**config.mk**
```make
export PLATFORM = sky130hd
export DESIGN_NAME = hex_rom_loader
export DESIGN_NICKNAME = d
export VERILOG_FILES = /design/src/rtl/hex_rom_loader.sv
export SDC_FILE = /design/constraint.sdc
export NUM_CORES = 1
export LEC_CHECK = 0
export ABC_AREA = 1
export ABC_CLOCK_PERIOD_IN_PS = 5250
export CORE_MARGIN = 2
export CORE_UTILIZATION = 60
export CTS_BUF_LIST = sky130_fd_sc_hd__clkbuf_16
export DETAILED_ROUTE_END_ITERATION = 10
export PLACE_DENSITY = 0.82
export SLEW_MARGIN = 20
export SYNTH_ARGS = -nofsm -noshare
export SYNTH_HDL_FRONTEND = slang
export SYNTH_SLANG_ARGS = --single-unit
```
**constraint.sdc**
```tcl
create_clock -name clk_sys -period 5.25 [get_ports clk_sys]
set_input_delay 0.7875 -clock clk_sys [delete_from_list [all_inputs] [get_ports clk_sys]]
set_output_delay 0.7875 -clock clk_sys [all_outputs]
set_load 0.02 [all_outputs]
```
**src/rtl/hex_rom_loader.sv**
```systemverilog
// Streams an ioctl download into program ROM: binary images byte-for-byte, or
// Intel HEX images parsed (types 00/01/02/04) with checksum and sticky status.
module hex_rom_loader #(
    parameter int        AW        = 15,
    parameter int        IOCTL_AW  = 15,
    parameter logic [7:0] BIN_INDEX = 8'd0
) (
    input  logic                clk_sys,
    input  logic                reset,
    input  logic                ioctl_download,
    input  logic                ioctl_wr,
    input  logic [7:0]          ioctl_index,
    input  logic [IOCTL_AW-1:0] ioctl_addr,
    input  logic [7:0]          ioctl_dout,
    output logic                wr,
    output logic [AW-1:0]       wr_addr,
    output logic [7:0]          wr_data,
    output logic                done,
    output logic                err_checksum,
    output logic                err_syntax,
    output logic                err_range
);

    // state  | meaning
    // S_IDLE | waiting for ':' (everything else ignored)
    // S_LEN  | two digits of byte count
    // S_OFS  | four digits of 16-bit offset (two bytes, cnt selects)
    // S_TYPE | two digits of record type
    // S_DATA | 2*LEN digits of payload
    // S_CSUM | two digits of checksum, then record is committed
    // S_HALT | EOF seen, all input ignored until next download
    typedef enum logic [2:0] {S_IDLE, S_LEN, S_OFS, S_TYPE, S_DATA, S_CSUM, S_HALT} state_t;

    state_t       state_q, state_d, cur;
    logic         phase_q, phase_d, cnt_q, cnt_d, dl_q;
    logic [3:0]   hi_q, hi_d;
    logic [7:0]   len_q, len_d, type_q, type_d, idx_q, idx_d, sum_q, sum_d;
    logic [15:0]  ofs_q, ofs_d, data16_q, data16_d;
    logic [31:0]  base_q, base_d;
    logic         wr_d, done_d, ck_d, sx_d, rg_d;
    logic [AW-1:0] wr_addr_d;
    logic [7:0]   wr_data_d;

    logic         rise, fall, bin_mode, hex_ok;
    logic [3:0]   nib;
    logic [7:0]   b;
    logic [31:0]  addr_in, addr_hex;

    always_comb begin
        hex_ok = 1'b1;
        nib    = 4'h0;
        if (ioctl_dout >= "0" && ioctl_dout <= "9")      nib = 4'(ioctl_dout - "0");
        else if (ioctl_dout >= "A" && ioctl_dout <= "F") nib = 4'(ioctl_dout - "A" + 8'd10);
        else if (ioctl_dout >= "a" && ioctl_dout <= "f") nib = 4'(ioctl_dout - "a" + 8'd10);
        else                                             hex_ok = 1'b0;
    end

    assign rise     = ioctl_download & ~dl_q;
    assign fall     = ~ioctl_download & dl_q;
    assign bin_mode = (ioctl_index == BIN_INDEX);
    assign addr_in  = 32'(ioctl_addr);
    assign b        = {hi_q, nib};
    assign addr_hex = base_q + {16'h0, ofs_q} + {24'h0, idx_q};

    always_comb begin
        state_d   = state_q;
        phase_d   = phase_q;
        cnt_d     = cnt_q;
        hi_d      = hi_q;
        len_d     = len_q;
        type_d    = type_q;
        idx_d     = idx_q;
        sum_d     = sum_q;
        ofs_d     = ofs_q;
        data16_d  = data16_q;
        base_d    = base_q;
        wr_d      = 1'b0;
        wr_addr_d = wr_addr;
        wr_data_d = wr_data;
        done_d    = done;
        ck_d      = err_checksum;
        sx_d      = err_syntax;
        rg_d      = err_range;
        cur       = state_q;

        if (rise) begin
            done_d  = 1'b0;
            ck_d    = 1'b0;
            sx_d    = 1'b0;
            rg_d    = 1'b0;
            base_d  = 32'h0;
            state_d = S_IDLE;
            phase_d = 1'b0;
            cur     = S_IDLE;
        end

        if (ioctl_download && ioctl_wr) begin
            if (bin_mode) begin
                if ((addr_in >> AW) != 32'h0) begin
                    rg_d = 1'b1;
                end else begin
                    wr_d      = 1'b1;
                    wr_addr_d = addr_in[AW-1:0];
                    wr_data_d = ioctl_dout;
                end
            end else if (cur == S_IDLE) begin
                if (ioctl_dout == ":") begin
                    state_d = S_LEN;
                    sum_d   = 8'h0;
                    phase_d = 1'b0;
                    cnt_d   = 1'b0;
                end
            end else if (cur != S_HALT) begin
                if (!hex_ok) begin
                    sx_d    = 1'b1;
                    state_d = S_IDLE;
                end else if (!phase_q) begin
                    hi_d    = nib;
                    phase_d = 1'b1;
                end else begin
                    phase_d = 1'b0;
                    sum_d   = sum_q + b;
                    unique case (cur)
                        S_LEN: begin
                            len_d   = b;
                            idx_d   = 8'h0;
                            cnt_d   = 1'b0;
                            state_d = S_OFS;
                        end
                        S_OFS: begin
                            ofs_d = {ofs_q[7:0], b};
                            cnt_d = 1'b1;
                            if (cnt_q) state_d = S_TYPE;
                        end
                        S_TYPE: begin
                            type_d   = b;
                            data16_d = 16'h0;
                            state_d  = (len_q == 8'h0) ? S_CSUM : S_DATA;
                        end
                        S_DATA: begin
                            data16_d = {data16_q[7:0], b};
                            if (type_q == 8'h00) begin
                                if ((addr_hex >> AW) != 32'h0) begin
                                    rg_d = 1'b1;
                                end else begin
                                    wr_d      = 1'b1;
                                    wr_addr_d = addr_hex[AW-1:0];
                                    wr_data_d = b;
                                end
                            end
                            idx_d = idx_q + 8'd1;
                            if (idx_q == len_q - 8'd1) state_d = S_CSUM;
                        end
                        S_CSUM: begin
                            state_d = S_IDLE;
                            // Length of 02/04 records is malformed regardless of checksum outcome.
                            if ((type_q == 8'h02 || type_q == 8'h04) && len_q != 8'd2) sx_d = 1'b1;
                            if (sum_q + b != 8'h0) begin
                                ck_d = 1'b1;
                            end else if (type_q == 8'h01) begin
                                done_d  = 1'b1;
                                state_d = S_HALT;
                            end else if (type_q == 8'h02 && len_q == 8'd2) begin
                                base_d = {12'h0, data16_q, 4'h0};
                            end else if (type_q == 8'h04 && len_q == 8'd2) begin
                                base_d = {data16_q, 16'h0};
                            end
                        end
                        default: state_d = S_IDLE;
                    endcase
                end
            end
        end

        if (fall && bin_mode) done_d = 1'b1;
    end

    always_ff @(posedge clk_sys) begin
        if (reset) begin
            state_q      <= S_IDLE;
            phase_q      <= 1'b0;
            cnt_q        <= 1'b0;
            hi_q         <= 4'h0;
            len_q        <= 8'h0;
            type_q       <= 8'h0;
            idx_q        <= 8'h0;
            sum_q        <= 8'h0;
            ofs_q        <= 16'h0;
            data16_q     <= 16'h0;
            base_q       <= 32'h0;
            dl_q         <= 1'b0;
            wr           <= 1'b0;
            wr_addr      <= '0;
            wr_data      <= 8'h0;
            done         <= 1'b0;
            err_checksum <= 1'b0;
            err_syntax   <= 1'b0;
            err_range    <= 1'b0;
        end else begin
            state_q      <= state_d;
            phase_q      <= phase_d;
            cnt_q        <= cnt_d;
            hi_q         <= hi_d;
            len_q        <= len_d;
            type_q       <= type_d;
            idx_q        <= idx_d;
            sum_q        <= sum_d;
            ofs_q        <= ofs_d;
            data16_q     <= data16_d;
            base_q       <= base_d;
            dl_q         <= ioctl_download;
            wr           <= wr_d;
            wr_addr      <= wr_addr_d;
            wr_data      <= wr_data_d;
            done         <= done_d;
            err_checksum <= ck_d;
            err_syntax   <= sx_d;
            err_range    <= rg_d;
        end
    end

endmodule

```
==> results.sh <==
export IMPL_period_minus_slack_ns=4.88
export IMPL_end_kind="flip-flop"
export IMPL_cp_max_fo=7
export IMPL_drcViolationCount=0
export IMPL_clock_latency_ns=0.43
export IMPL_max_freq_mhz=205
export IMPL_mostFrequentLayoutCells="nand2_1 (387), inv_1 (186), nor2_1 (169), dfxtp_1 (134), a21oi_1 (109)"
export IMPL_ys_types=48
export IMPL_die_height_um=128
export IMPL_cap_violations=0
export IMPL_tightest_slew_ns=0.952
export IMPL_initial_core_util_pct=60.7
export IMPL_r2r_end="wr_addr[0]$_SDFFE_PP0P_"
export IMPL_worst_r2r_path_depth=23
export IMPL_critical_path_arrival_ns=5.23
export IMPL_crit_end="base_q[24]$_SDFF_PP0_"
export IMPL_reg2reg_from="idx_q[0]$_SDFFE_PP0P_"
export IMPL_cts_setup_buffers=0
export IMPL_slew_viol_final=0
export IMPL_grt_max_degree=50
export IMPL_cts_tree="built"
export IMPL_synth_edff_count=0
export IMPL_grt_busiest_layer="met2"
export IMPL_synthTopCellsByArea="dfxtp_1 (29%), nand2_1 (16%), inv_1 (7.6%), nor2_1 (7.0%), a21oi_1 (6.0%)"
export IMPL_layout_drive_gt1_share_pct=5.97
export IMPL_cts_hold_buf=0
export IMPL_overflow=0
export IMPL_setup_violations=0
export IMPL_vias=9611
export IMPL_final_cell_area_sq_um=10500
export IMPL_criticalPathCategory="primary input to flip-flop"
export IMPL_finalClockSkew_ns=0.00754
export IMPL_num_rows=45
export IMPL_antenna_found_initial=0
export IMPL_tns_ns=0
export IMPL_cts_root_buffer="clkbuf_16"
export IMPL_synthesis_area_sq_um=9170
export IMPL_ioPinCount=63
export IMPL_routed_wl_mm=27.2
export IMPL_clock_sinks=134
export IMPL_htree_levels=4
export IMPL_min_path_type="flip-flop to flip-flop"
export IMPL_path_clk_slew_ns=0.06
export IMPL_synth_top_cell_by_area="dfxtp_1"
export IMPL_synthCells=1448
export IMPL_placed_cell_area_sq_um=9910
export IMPL_clockBufferDepth=2
export IMPL_use_met3_pct=5.70
export IMPL_drtPass1Iterations=6
export IMPL_antenna_cells=0
export IMPL_final_nets=1580
export IMPL_ir_drop_v=0.000233
export IMPL_finalCritPeriodShare_pct=92.9
export IMPL_routedWlPerCell_um=16.0
export IMPL_status="complete, no violations"
export IMPL_cts_repair_resized=0
export IMPL_synth_seq_cells=134
export IMPL_reg2reg_slack_ns=1.15
export IMPL_relSlewSlack_pct=36.3
export IMPL_synth_area_per_cell_sq_um=6.33
export IMPL_cts_buffers=17
export IMPL_layout_commonest_cell="nand2_1"
export IMPL_grt_use_met1_pct=47.0
export IMPL_vias_per_cell=5.67
export IMPL_p_leak_uw=0.00482
export IMPL_cp_startpoint="ioctl_dout[0]"
export IMPL_critPathLaunchType="primary input"
export IMPL_report_final_hold_viol_count=0
export IMPL_dieArea_sq_um=16300
export IMPL_synth_top_area_share_pct=29.3
export IMPL_synth_flop_cell="dfxtp_1"
export IMPL_gp_congestion=0.997
export IMPL_core_sq_um=15100
export IMPL_area_growth_pct=14.9
export IMPL_dp_hpwl_mm=19.9
export IMPL_portBuffers=62
export IMPL_rsz0062_at_grt="no"
export IMPL_grtUsageMet2_pct=53.9
export IMPL_yosysWarnings=0
export IMPL_power_density_nw_per_um2=238
export IMPL_first_iter_violations=897
export IMPL_async_flop_share_pct=0
export IMPL_critPathRequiredTime_ns=5.60
export IMPL_syn_nets=1532
export IMPL_ys_seq_area_share_pct=29.3
export IMPL_grt_pass1_wl_mm=44.3
export IMPL_grt_pass1_vias=8791
export IMPL_ant_nets=0
export IMPL_die_w_um=128
export IMPL_grt_use_total_pct=34.0
[sequential cells by signal, indices dropped and copies added (netlist names)]
signal,flops
base_q,32
data16_q,16
ofs_q,16
wr_addr,15
idx_q,8
len_q,8
sum_q,8
type_q,8
wr_data,8
hi_q,4
state_q,3
cnt_q,1
dl_q,1
done,1
err_checksum,1
err_range,1
err_syntax,1
phase_q,1
wr,1
[worst min-delay path by stage]
stage / start / slack (ns) / cells past startpoint / to
CTS: sum_q[3]$_SDFFE_PP0P_ / 0.47 / 2 / sum_q[3]$_SDFFE_PP0P_
detailed placement: sum_q[3]$_SDFFE_PP0P_ / 0.46 / 2 / sum_q[3]$_SDFFE_PP0P_
finish: sum_q[3]$_SDFFE_PP0P_ / 0.47 / 2 / sum_q[3]$_SDFFE_PP0P_
global route: data16_q[2]$_SDFFE_PP0P_ / 0.50 / 2 / data16_q[2]$_SDFFE_PP0P_
floorplan: base_q[0]$_SDFF_PP0_ / 0.44 / 2 / base_q[0]$_SDFF_PP0_
global placement: sum_q[3]$_SDFFE_PP0P_ / 0.46 / 2 / sum_q[3]$_SDFFE_PP0P_
[cell usage after synthesis, types with 4 or more instances]
| library cell | number |
|---|---|
| clkbuf_1 | 29 |
| o211ai_1 | 10 |
| nand3b_1 | 7 |
| nand2_1 | 387 |
| nor2_1 | 170 |
| xor2_1 | 17 |
| xnor2_1 | 16 |
| inv_1 | 185 |
| inv_2 | 12 |
| buf_2 | 7 |
| nor3b_1 | 5 |
| a21oi_1 | 109 |
| nor3_1 | 14 |
| nand2_2 | 9 |
| o21ai_0 | 102 |
| a31oi_1 | 6 |
| ha_1 | 39 |
| a211oi_1 | 11 |
| nor2_2 | 9 |
| mux2i_1 | 4 |
| nand3_1 | 83 |
| nor4_1 | 6 |
| buf_4 | 4 |
| o21ai_1 | 5 |
| nand4_1 | 17 |
| dfxtp_1 | 134 |
| fa_1 | 10 |
| nor2_4 | 8 |
[cells by family after synthesis]
| group | Yosys count | synth area share [%] |
|---|---|---|
| fa+ha+maj | 49 | 7.51 |
| simple gates | 727 | 34.1 |
| flops | 134 | 29.3 |
| mux | 4 | 0.437 |
| compound gates | 257 | 15.2 |
| xor+xnor | 33 | 3.15 |
| buf+inv | 244 | 10.3 |
[through the flow]
step	std cells	worst slack (ns)	hold slack, ns	util (%)	total power (uW)
detailed placement	1665	0.0978	0.462	65.7	1240
CTS	1696	0.518	0.470	69.8	2510
global placement	1665	0.377	0.455	65.7	1240
finish	1696	0.372	0.467	69.8	2510
floorplan	1448	1.37	0.443	-	1170
global route	1696	0.104	0.496	69.8	2570
[critical path, cell delays in order]
cell and delay [ns]:
clkdlybuf4s50_1 0.49, inv_1 0.17, ha_1 0.20, o21ai_1 0.06, a21oi_1 0.21, inv_1 0.15
nand2_2 0.13, inv_1 0.09, nor2_1 0.44, ha_1 0.27, inv_1 0.06, fa_1 0.39
inv_1 0.07, nand3_1 0.06, nand2_1 0.10, a31oi_1 0.09, xor2_1 0.18, nand3_1 0.14
nor2_4 0.20, nand2_2 0.14, nor2_2 0.22, nand2_1 0.18, o21ai_0 0.12, nand3_1 0.09
a21oi_1 0.18
[cell type report]
cell class / instances / area [sq um]
multi-input cells: 1070 / 5540
well taps: 188 / 235
flip-flops and latches: 134 / 2680
clock buffers: 17 / 425
repair buffers: 73 / 703
clock inverters: 14 / 200
inverters: 200 / 751
fillers: 1332 / 4550
[per-layer routing]
layer  wire [um]  part of all wire, %
met3        2530                  9.3
met4         763                  2.8
met1       11800                   44
met2       12000                   44
met5           0                    0
[power by group]
part           leakage, uW  internal [uW]  switching [uW]  total, uW
clock network     0.000307            799             486       1280
registers          0.00108           1030            12.3       1040
logic              0.00343           66.0             117        183
total              0.00482           1890             615       2510
Power figures use the tool's default switching activity.
